`src/rtl/mem_pkg.sv`:
```
// Shared types for the byte-serial memory responder: access widths, FSM states,
// and the width-to-byte-count helper.
package mem_pkg;

  typedef enum logic [1:0] {
    BITS8  = 2'd0,
    BITS16 = 2'd1,
    BITS32 = 2'd2
  } MemWidth;

  typedef enum logic [1:0] {
    RSP_IDLE    = 2'd0,
    RSP_ACCESS  = 2'd1,
    RSP_RESPOND = 2'd2
  } ResponderState;

  // Reserved width 3 maps to one byte so the range check stays well-defined;
  // it is flagged as an error separately.
  function automatic logic [2:0] width_to_nbytes(MemWidth w);
    case (w)
      BITS8:   width_to_nbytes = 3'd1;
      BITS16:  width_to_nbytes = 3'd2;
      BITS32:  width_to_nbytes = 3'd4;
      default: width_to_nbytes = 3'd1;
    endcase
  endfunction

endpackage

```
`src/rtl/mem_load_extend.sv`:
```
// Sign/zero extension of assembled little-endian load bytes to 32 bits.
module mem_load_extend (
  input  logic [31:0] data,
  input  logic [2:0]  nbytes,
  input  logic        is_signed,
  output logic [31:0] rdata
);

  always_comb begin
    rdata = data;
    case (nbytes)
      3'd1:    rdata = {{24{is_signed & data[7]}}, data[7:0]};
      3'd2:    rdata = {{16{is_signed & data[15]}}, data[15:0]};
      default: rdata = data;
    endcase
  end

endmodule

```
`src/rtl/mem_byte_responder.sv`:
```
// Serialises one 8/16/32-bit load/store request into byte-wide RAM accesses
// (little-endian) and returns extended load data with a one-cycle response pulse.
module mem_byte_responder
  import mem_pkg::*;
#(
  parameter int unsigned MEM_BYTES = 65536,
  parameter int unsigned RAM_AW    = 16
) (
  input  logic              clk,
  input  logic              rst,
  input  logic              req_valid,
  input  logic              req_write,
  input  logic [1:0]        req_width,
  input  logic              req_signed,
  input  logic [31:0]       req_addr,
  input  logic [31:0]       req_wdata,
  output logic              busy,
  output logic              rsp_valid,
  output logic              rsp_err,
  output logic [31:0]       rsp_rdata,
  output logic [RAM_AW-1:0] ram_addr,
  output logic              ram_we,
  output logic [7:0]        ram_wdata,
  input  logic [7:0]        ram_rdata
);

  localparam logic [1:0] ST_IDLE    = RSP_IDLE;
  localparam logic [1:0] ST_ACCESS  = RSP_ACCESS;
  localparam logic [1:0] ST_RESPOND = RSP_RESPOND;

  logic [1:0]        state_q, state_d;
  logic [RAM_AW-1:0] addr_q;
  logic [31:0]       wdata_q;
  logic [31:0]       bytes_q;
  logic [2:0]        nbytes_q;
  logic [1:0]        idx_q;
  logic              write_q;
  logic              signed_q;
  logic              err_q;

  logic [2:0]  req_nbytes;
  logic [32:0] req_last;
  logic        req_err;
  logic        last_byte;
  logic [31:0] ext_rdata;

  // Range check in 33 bits so addresses near 2^32 cannot wrap into range.
  always_comb begin
    req_nbytes = width_to_nbytes(MemWidth'(req_width));
    req_last   = {1'b0, req_addr} + {30'd0, req_nbytes} - 33'd1;
    req_err    = (req_width == 2'd3) || (req_last >= 33'(MEM_BYTES));
  end

  assign last_byte = ({1'b0, idx_q} == (nbytes_q - 3'd1));

  always_comb begin
    state_d = state_q;
    case (state_q)
      ST_IDLE:    if (req_valid) state_d = req_err ? ST_RESPOND : ST_ACCESS;
      ST_ACCESS:  if (last_byte) state_d = ST_RESPOND;
      ST_RESPOND: state_d = ST_IDLE;
      default:    state_d = ST_IDLE;
    endcase
  end

  always_ff @(posedge clk or posedge rst) begin
    if (rst) begin
      state_q  <= ST_IDLE;
      addr_q   <= '0;
      wdata_q  <= '0;
      bytes_q  <= '0;
      nbytes_q <= 3'd1;
      idx_q    <= '0;
      write_q  <= 1'b0;
      signed_q <= 1'b0;
      err_q    <= 1'b0;
    end else begin
      state_q <= state_d;
      if (state_q == ST_IDLE && req_valid) begin
        addr_q   <= req_addr[RAM_AW-1:0];
        wdata_q  <= req_wdata;
        bytes_q  <= '0;
        nbytes_q <= req_nbytes;
        idx_q    <= '0;
        write_q  <= req_write;
        signed_q <= req_signed;
        err_q    <= req_err;
      end else if (state_q == ST_ACCESS) begin
        if (!write_q) bytes_q[{idx_q, 3'b000} +: 8] <= ram_rdata;
        idx_q <= idx_q + 2'd1;
      end
    end
  end

  mem_load_extend u_extend (
    .data      (bytes_q),
    .nbytes    (nbytes_q),
    .is_signed (signed_q),
    .rdata     (ext_rdata)
  );

  always_comb begin
    busy      = (state_q == ST_ACCESS);
    rsp_valid = (state_q == ST_RESPOND);
    rsp_err   = rsp_valid && err_q;
    rsp_rdata = (rsp_valid && !err_q && !write_q) ? ext_rdata : 32'd0;
    ram_we    = (state_q == ST_ACCESS) && write_q;
    ram_addr  = (state_q == ST_ACCESS) ? addr_q + {{(RAM_AW-2){1'b0}}, idx_q} : '0;
    ram_wdata = ram_we ? wdata_q[{idx_q, 3'b000} +: 8] : 8'd0;
  end

endmodule
```
`config.mk`:
```
export PLATFORM = sky130hd
export DESIGN_NAME = mem_byte_responder
export DESIGN_NICKNAME = d
export VERILOG_FILES = /design/src/rtl/mem_pkg.sv /design/src/rtl/mem_load_extend.sv /design/src/rtl/mem_byte_responder.sv
export SDC_FILE = /design/constraint.sdc
export NUM_CORES = 1
export LEC_CHECK = 0
export CORE_MARGIN = 4
export CORE_UTILIZATION = 34
export CTS_CLUSTER_SIZE = 24
export DETAILED_ROUTE_END_ITERATION = 10
export PLACE_DENSITY = 0.62
export SETUP_SLACK_MARGIN = 0.3
export SYNTH_ARGS = -nofsm -noshare
export SYNTH_HDL_FRONTEND = slang
export SYNTH_SLANG_ARGS = --single-unit
```
`constraint.sdc`:
```
create_clock -name clk -period 3.45 [get_ports clk]
set_clock_uncertainty 0.05 [all_clocks]
set_input_delay 0.345 -clock clk [delete_from_list [all_inputs] [get_ports clk]]
set_output_delay 0.345 -clock clk [all_outputs]
set_load 0.03 [all_outputs]
```
# Word-level counts from Yosys, hierarchy flattened
# Index checks and enable logic that the tools add are counted.
[word_totals]
register_bits = 90
inputBits = 79
out_inout_bits = 60
word_cells = 59
[classes]
add_sub_neg = 6
n_lt_le_gt_ge = 1
eq_ne = 11
shifts = 3
muxes = 15
bitwise_logic = 2
reduce_logical = 12
[ops]
columns = ["op", "count"]
rows = [
  ["$mux W32", 4],
  ["$pmux W32 S2", 1],
  ["$add A32 B3 Y33", 1],
  ["$ge A33 B17 Y1 const B", 1],
  ["$sub A33 B1 Y33 const B", 1],
  ["$bwmux W32", 1],
  ["$shift A8 B7 Y32 const A", 1],
  ["$shiftx A32 B6 Y8", 1],
  ["$shiftx A8 B7 Y32", 1],
  ["$add A16 B2 Y16", 1],
  ["$mux W16", 1],
  ["$mux W2", 5],
  ["$mux W8", 1],
  ["$neg A5 Y7", 1],
  ["$eq A2 B2 Y1 const B", 3],
  ["$pmux W3 S2", 1],
  ["$logic_and A1 B1 Y1", 5],
  ["$eq A2 B1 Y1 const B", 2],
  ["$ne A2 B1 Y1 const B", 2],
  ["$pmux W2 S2", 1],
  ["$reduce_and A2 Y1", 2],
  ["$eq A2 B3 Y1", 1],
  ["$eq A3 B1 Y1 const B", 1],
  ["$eq A3 B2 Y1 const B", 1],
  ["8 further kinds", 10],
]

# Depth between registers and ports, before layout
[depth]
word_depth = 9
ltp_mapped = 17
depth_no_buf = 17

# Hierarchy
# Synthesis repeated with hierarchy kept, for this count alone.
[hier_totals]
hier_cells = 718
area_unflattened_um2 = 6586.3
[modules_own_cells]
columns = ["module", "n_inst", "cells_each", "area_per_inst_um2", "seq_area_each_um2"]
rows = [
  ["mem_byte_responder", 1, 674, 6237.2, 2253.4],
  ["mem_load_extend", 1, 44, 349.1, 0.0],
]

# Worst setup path after synthesis
# No wires, ideal clock.
[synth_path]
kind = "in2reg"
start = "in req_width[0]"
end = "reg err_q"
setup_ns = 0.128
t_arrival_ns = 3.020
required_ns = 3.272
slack_ns = 0.252
stages = 17
n_path_buf = 0
cell_sequence = "inv_1 ha_1 inv_1 ha_1 inv_1 ha_1 inv_1 fa_1 nand2b_1 a21oi_1 o211ai_1 nand2_1 o211ai_1 o21a_1 or4_1 nor3_4 a21oi_1"
[synth_between]
elab_chain_cells = 6
word_cells_on_any_way = 8
cone_classes = "2 x add/sub; 1 x order compare; 3 x eq/ne; 1 x mux; 1 x reduce/logical"
[synth_lines]
columns = ["element", "line_no", "source"]
rows = [
  ["start: declaration", "mem_byte_responder.sv:13", "input logic [1:0] req_width,"],
  ["$eq A2 B2 Y1 or $eq A2 B1 Y1 (tied branches)", "mem_pkg.sv:20", "case (w)"],
  ["$pmux W3 S2 (*)", "mem_pkg.sv:20", ""],
  ["via req_nbytes[0]", "mem_byte_responder.sv:41", "logic [2:0] req_nbytes;"],
  ["$add A32 B3 Y33 (*)", "mem_byte_responder.sv:50", "req_last = {1'b0, req_addr} + {30'd0, req_nbytes} - 33'd1;"],
  ["$sub A33 B1 Y33 (*)", "mem_byte_responder.sv:50", ""],
  ["$ge A33 B17 Y1 (*)", "mem_byte_responder.sv:51", "req_err = (req_width == 2'd3) || (req_last >= 33'(MEM_BYTES));"],
  ["$logic_or A1 B1 Y1 (*)", "mem_byte_responder.sv:51", ""],
  ["end signal: assignment", "mem_byte_responder.sv:87", "err_q <= req_err;"],
  ["end: declaration", "mem_byte_responder.sv:39", "logic err_q;"],
]
# The timed path passes the listed nets; every way through them passes the cells marked *.
# A chain may end at the register's enable or synchronous reset.

# Final worst setup path
[layout_path]
start = "in req_width[0]"
end = "reg state_q[1]"
[layout_between]
elab_chain_cells = 9
word_cells_on_any_way = 11
cone_classes = "2 x add/sub; 1 x order compare; 3 x eq/ne; 4 x mux; 1 x reduce/logical"
[layout_lines]
columns = ["element", "line_no", "source"]
rows = [
  ["$eq A2 B2 Y1 or $eq A2 B1 Y1 (tied branches)", "mem_pkg.sv:20", ""],
  ["$pmux W3 S2 (*)", "mem_pkg.sv:20", ""],
  ["via req_nbytes[2]", "mem_byte_responder.sv:41", ""],
  ["$add A32 B3 Y33 (*)", "mem_byte_responder.sv:50", ""],
  ["$sub A33 B1 Y33 (*)", "mem_byte_responder.sv:50", ""],
  ["$ge A33 B17 Y1 (*)", "mem_byte_responder.sv:51", ""],
  ["$logic_or A1 B1 Y1 (*)", "mem_byte_responder.sv:51", ""],
  ["$mux W2 (*) (2 in a row)", "mem_byte_responder.sv:59", "ST_IDLE: if (req_valid) state_d = req_err ? ST_RESPOND : ST_ACCESS;"],
  ["$pmux W2 S2 (*)", "mem_byte_responder.sv:58", "case (state_q)"],
  ["end signal: assignment", "mem_byte_responder.sv:78", "state_q <= state_d;"],
  ["end: declaration", "mem_byte_responder.sv:31", "logic [1:0] state_q, state_d;"],
]
# The timed path passes the listed nets; every way through them passes the cells marked *. The select of a mux whose other input is x is not followed.

==> results.toml <==
[outcome]
status = "finished, final reports clean"

[clock_tree]
cts_sinks = 90
htreeDepth = 3
clkTransAtPathRegs_ns = 0.07
cts-root-buf = "clkbuf_16"
insertion_delay_ns = 0.34
cts_buffer_depth = 2
cts_tree = "built"
numCtsBuffers = 9

[yosys]
synthCells = 701
ys_types = 69
ys.flop_type = "dfrtp_1"
yosys_warnings = 0
synth-edff-count = 0
ys_seq_area_share_pct = 35.4
synth_area_sq_um = 6370
avgSynthCellArea_sq_um = 9.09
syn_nets = 828
ys_ff_latch = 90
async_flop_share_pct = 100

[grt]
grt_max_degree = 49
grt_use_total_pct = 16.3
grt_pass1_wl_um = 28600
overflow = 0
first_global_vias = 5723
antenna_found_initial = 1

[finish]
final_util_pct = 48.9
synthToLayoutAreaGrowth_pct = 39.8
fillers = 1721
drive_gt1_share_pct = 20.1
nNetsFinal = 1003
final_cells = 1111
final_common_cell = "clkdlybuf4s50_1"
final_cell_mix = "clkdlybuf4s50_1, dfrtp_1, nand2_1, buf_4, inv_1"

[power_and_ir_drop]
p_per_area_nw_per_um2 = 393
leakagePower_nw = 3.84
irDropWorstVdd_uv = 269

[sta]
hold_viol_final = 0
fin_tns_setup_ns = 0
holdWs_ns = 0.399
max-slew-margin-rel_pct = 48.6
setup_viol = 0
rsz0062_at_grt = "yes"
worst_slew_pin_slew_ns = 0.769
drv_slew = 0
post-route-period-util_pct = 89.5
fmax_mhz = 324
period_minus_slack_ns = 3.09

[run]
maxCapViolations = 0

[worst_setup_path]
crit_type = "in -> reg"
worstSetupEndpointType = "flop"
critPathLaunchType = "input pin"
cp_data_required_time_ns = 3.60
crit_path_max_fanout = 3
arrival_ns = 3.24

[floorplanning]
pin_count = 139
design.core.area_sq_um = 18200
fp.dieW_um = 145
initial_core_util_pct = 35.0
die_h_um = 145
core.rowCount = 49
die_area_sq_um = 21000

[route]
drtPass1Iterations = 4
routed_wl_um = 17700
routed_via_density = 5.14
drt_iter0_markers = 278
drt-wirelength-per-cell_um = 15.9
antenna_left = 0
vias = 5713
drc = 0

[placement]
dp_cells = 1089
gp_congestion = 0.859
hpwl_um = 13500
port_buffers = 138

[min_path]
hold_path_class = "in -> async"
-- Yosys cell counts, drive strengths merged, types with 4 or more instances --
cell / instances / area (sq um)
nor2: 36 / 135
and2: 14 / 87.6
xor2: 10 / 87.6
nor3: 11 / 66.3
inv: 60 / 225
buf: 11 / 73.8
a211oi: 4 / 35.0
a21o: 9 / 70.1
nor2b: 4 / 27.5
o21ai: 55 / 290
a21oi: 44 / 228
nand4: 10 / 62.6
dfrtp: 89 / 2230
nand2b: 5 / 31.3
or3: 7 / 43.8
nand2: 86 / 323
clkbuf: 21 / 78.8
nor4: 7 / 43.8
o211ai: 7 / 52.6
mux4: 8 / 180
a31oi: 5 / 31.3
nand3: 11 / 55.1
mux2: 35 / 394
and3: 9 / 61.3
ha: 46 / 576
o21bai: 5 / 37.5
o21a: 20 / 150
a22o: 26 / 228
xnor2: 11 / 96.3
-- kinds of logic after synthesis --
kind of cell	share of synthesized area, %
compound gates	20.9
fa+ha+maj	9.66
mux	9.48
flops	35.4
simple gates	15.8
buf+inv	5.93
xor+xnor	2.89
-- where the power goes --
| part | switching [mW] | total, mW | internal, mW |
|---|---|---|---|
| registers | 0.156 | 1.43 | 1.27 |
| logic | 0.546 | 1.09 | 0.545 |
| clock network | 0.417 | 0.986 | 0.569 |
| total | 1.12 | 3.50 | 2.38 |
-- final timing paths --
path,from,end,slack [ns],depth (start not counted)
worst max-delay path,req_width[0],state_q[1],0.36,17
worst min-delay path,rst,bytes_q[28],0.40,2
worst max register to register,idx_q[0],bytes_q[4],1.36,7
worst min register to register,bytes_q[2],bytes_q[2],0.42,2
max in group asynchronous,rst,nbytes_q[0],2.18,3
min in group clk,bytes_q[2],bytes_q[2],0.42,2
-- cell type report --
type | count | area [sq um] | share of cell area [%]
antenna | 1 | 2.50 | 0.0281
clock buffer | 10 | 229 | 2.57
clock inverter | 6 | 72.6 | 0.815
inverter | 60 | 236 | 2.65
multi-input combinational | 519 | 3970 | 44.6
sequential | 90 | 2250 | 25.3
tap | 229 | 287 | 3.22
timing repair buffer | 196 | 1850 | 20.8
-- flip-flops by register name, summed over array words and instances, names as in the netlist --
| signal | cells |
|---|---|
| idx_q | 2 |
| addr_q | 16 |
| wdata_q | 32 |
| nbytes_q | 3 |
| state_q | 2 |
| signed_q | 1 |
| write_q | 1 |
| bytes_q | 32 |
| err_q | 1 |
-- through the flow --
stage / setup WS [ns] / cell area, sq um / total power [mW]
floorplan: 0.305 / 6380 / 2.11
global placement: -0.435 / 8310 / 2.46
detailed placement: -0.513 / 8310 / 2.48
CTS: 0.320 / 8670 / 3.50
global route: 0.233 / 8910 / 3.73
finish: 0.363 / 8910 / 3.50
-- per-layer routing --
layer / routed length (um) / vias to the layer above / track usage [%] / part of all wire, %
met2: 8760 / 115 / 27.7 / 50
met5: 0 / - / 0 / 0
met4: 194 / 0 / 3.99 / 1.1
met1: 8070 / 2724 / 21.3 / 46
li1: - / 2863 / - / -
met3: 632 / 11 / 3.27 / 3.6
-- worst max-delay path, stage by stage --
cell	delay, ns
buf_8	0.11
inv_4	0.05
ha_4	0.12
inv_1	0.07
ha_4	0.28
inv_1	0.04
ha_1	0.29
a21oi_1	0.18
o22ai_1	0.14
buf_4	0.16
o21ai_4	0.14
nand2_1	0.09
nor4_1	0.27
a311o_1	0.16
or4b_4	0.48
nor3_4	0.24
o21ai_1	0.08
-- what timing repair did --
item	CTS	global route
hold buffers	0	0
pin swaps	14	14
resized for setup	20	51
endpoints found under the setup margin	3	26
setup buffers	1	4
No activity file was read; power rests on OpenSTA's default activity.
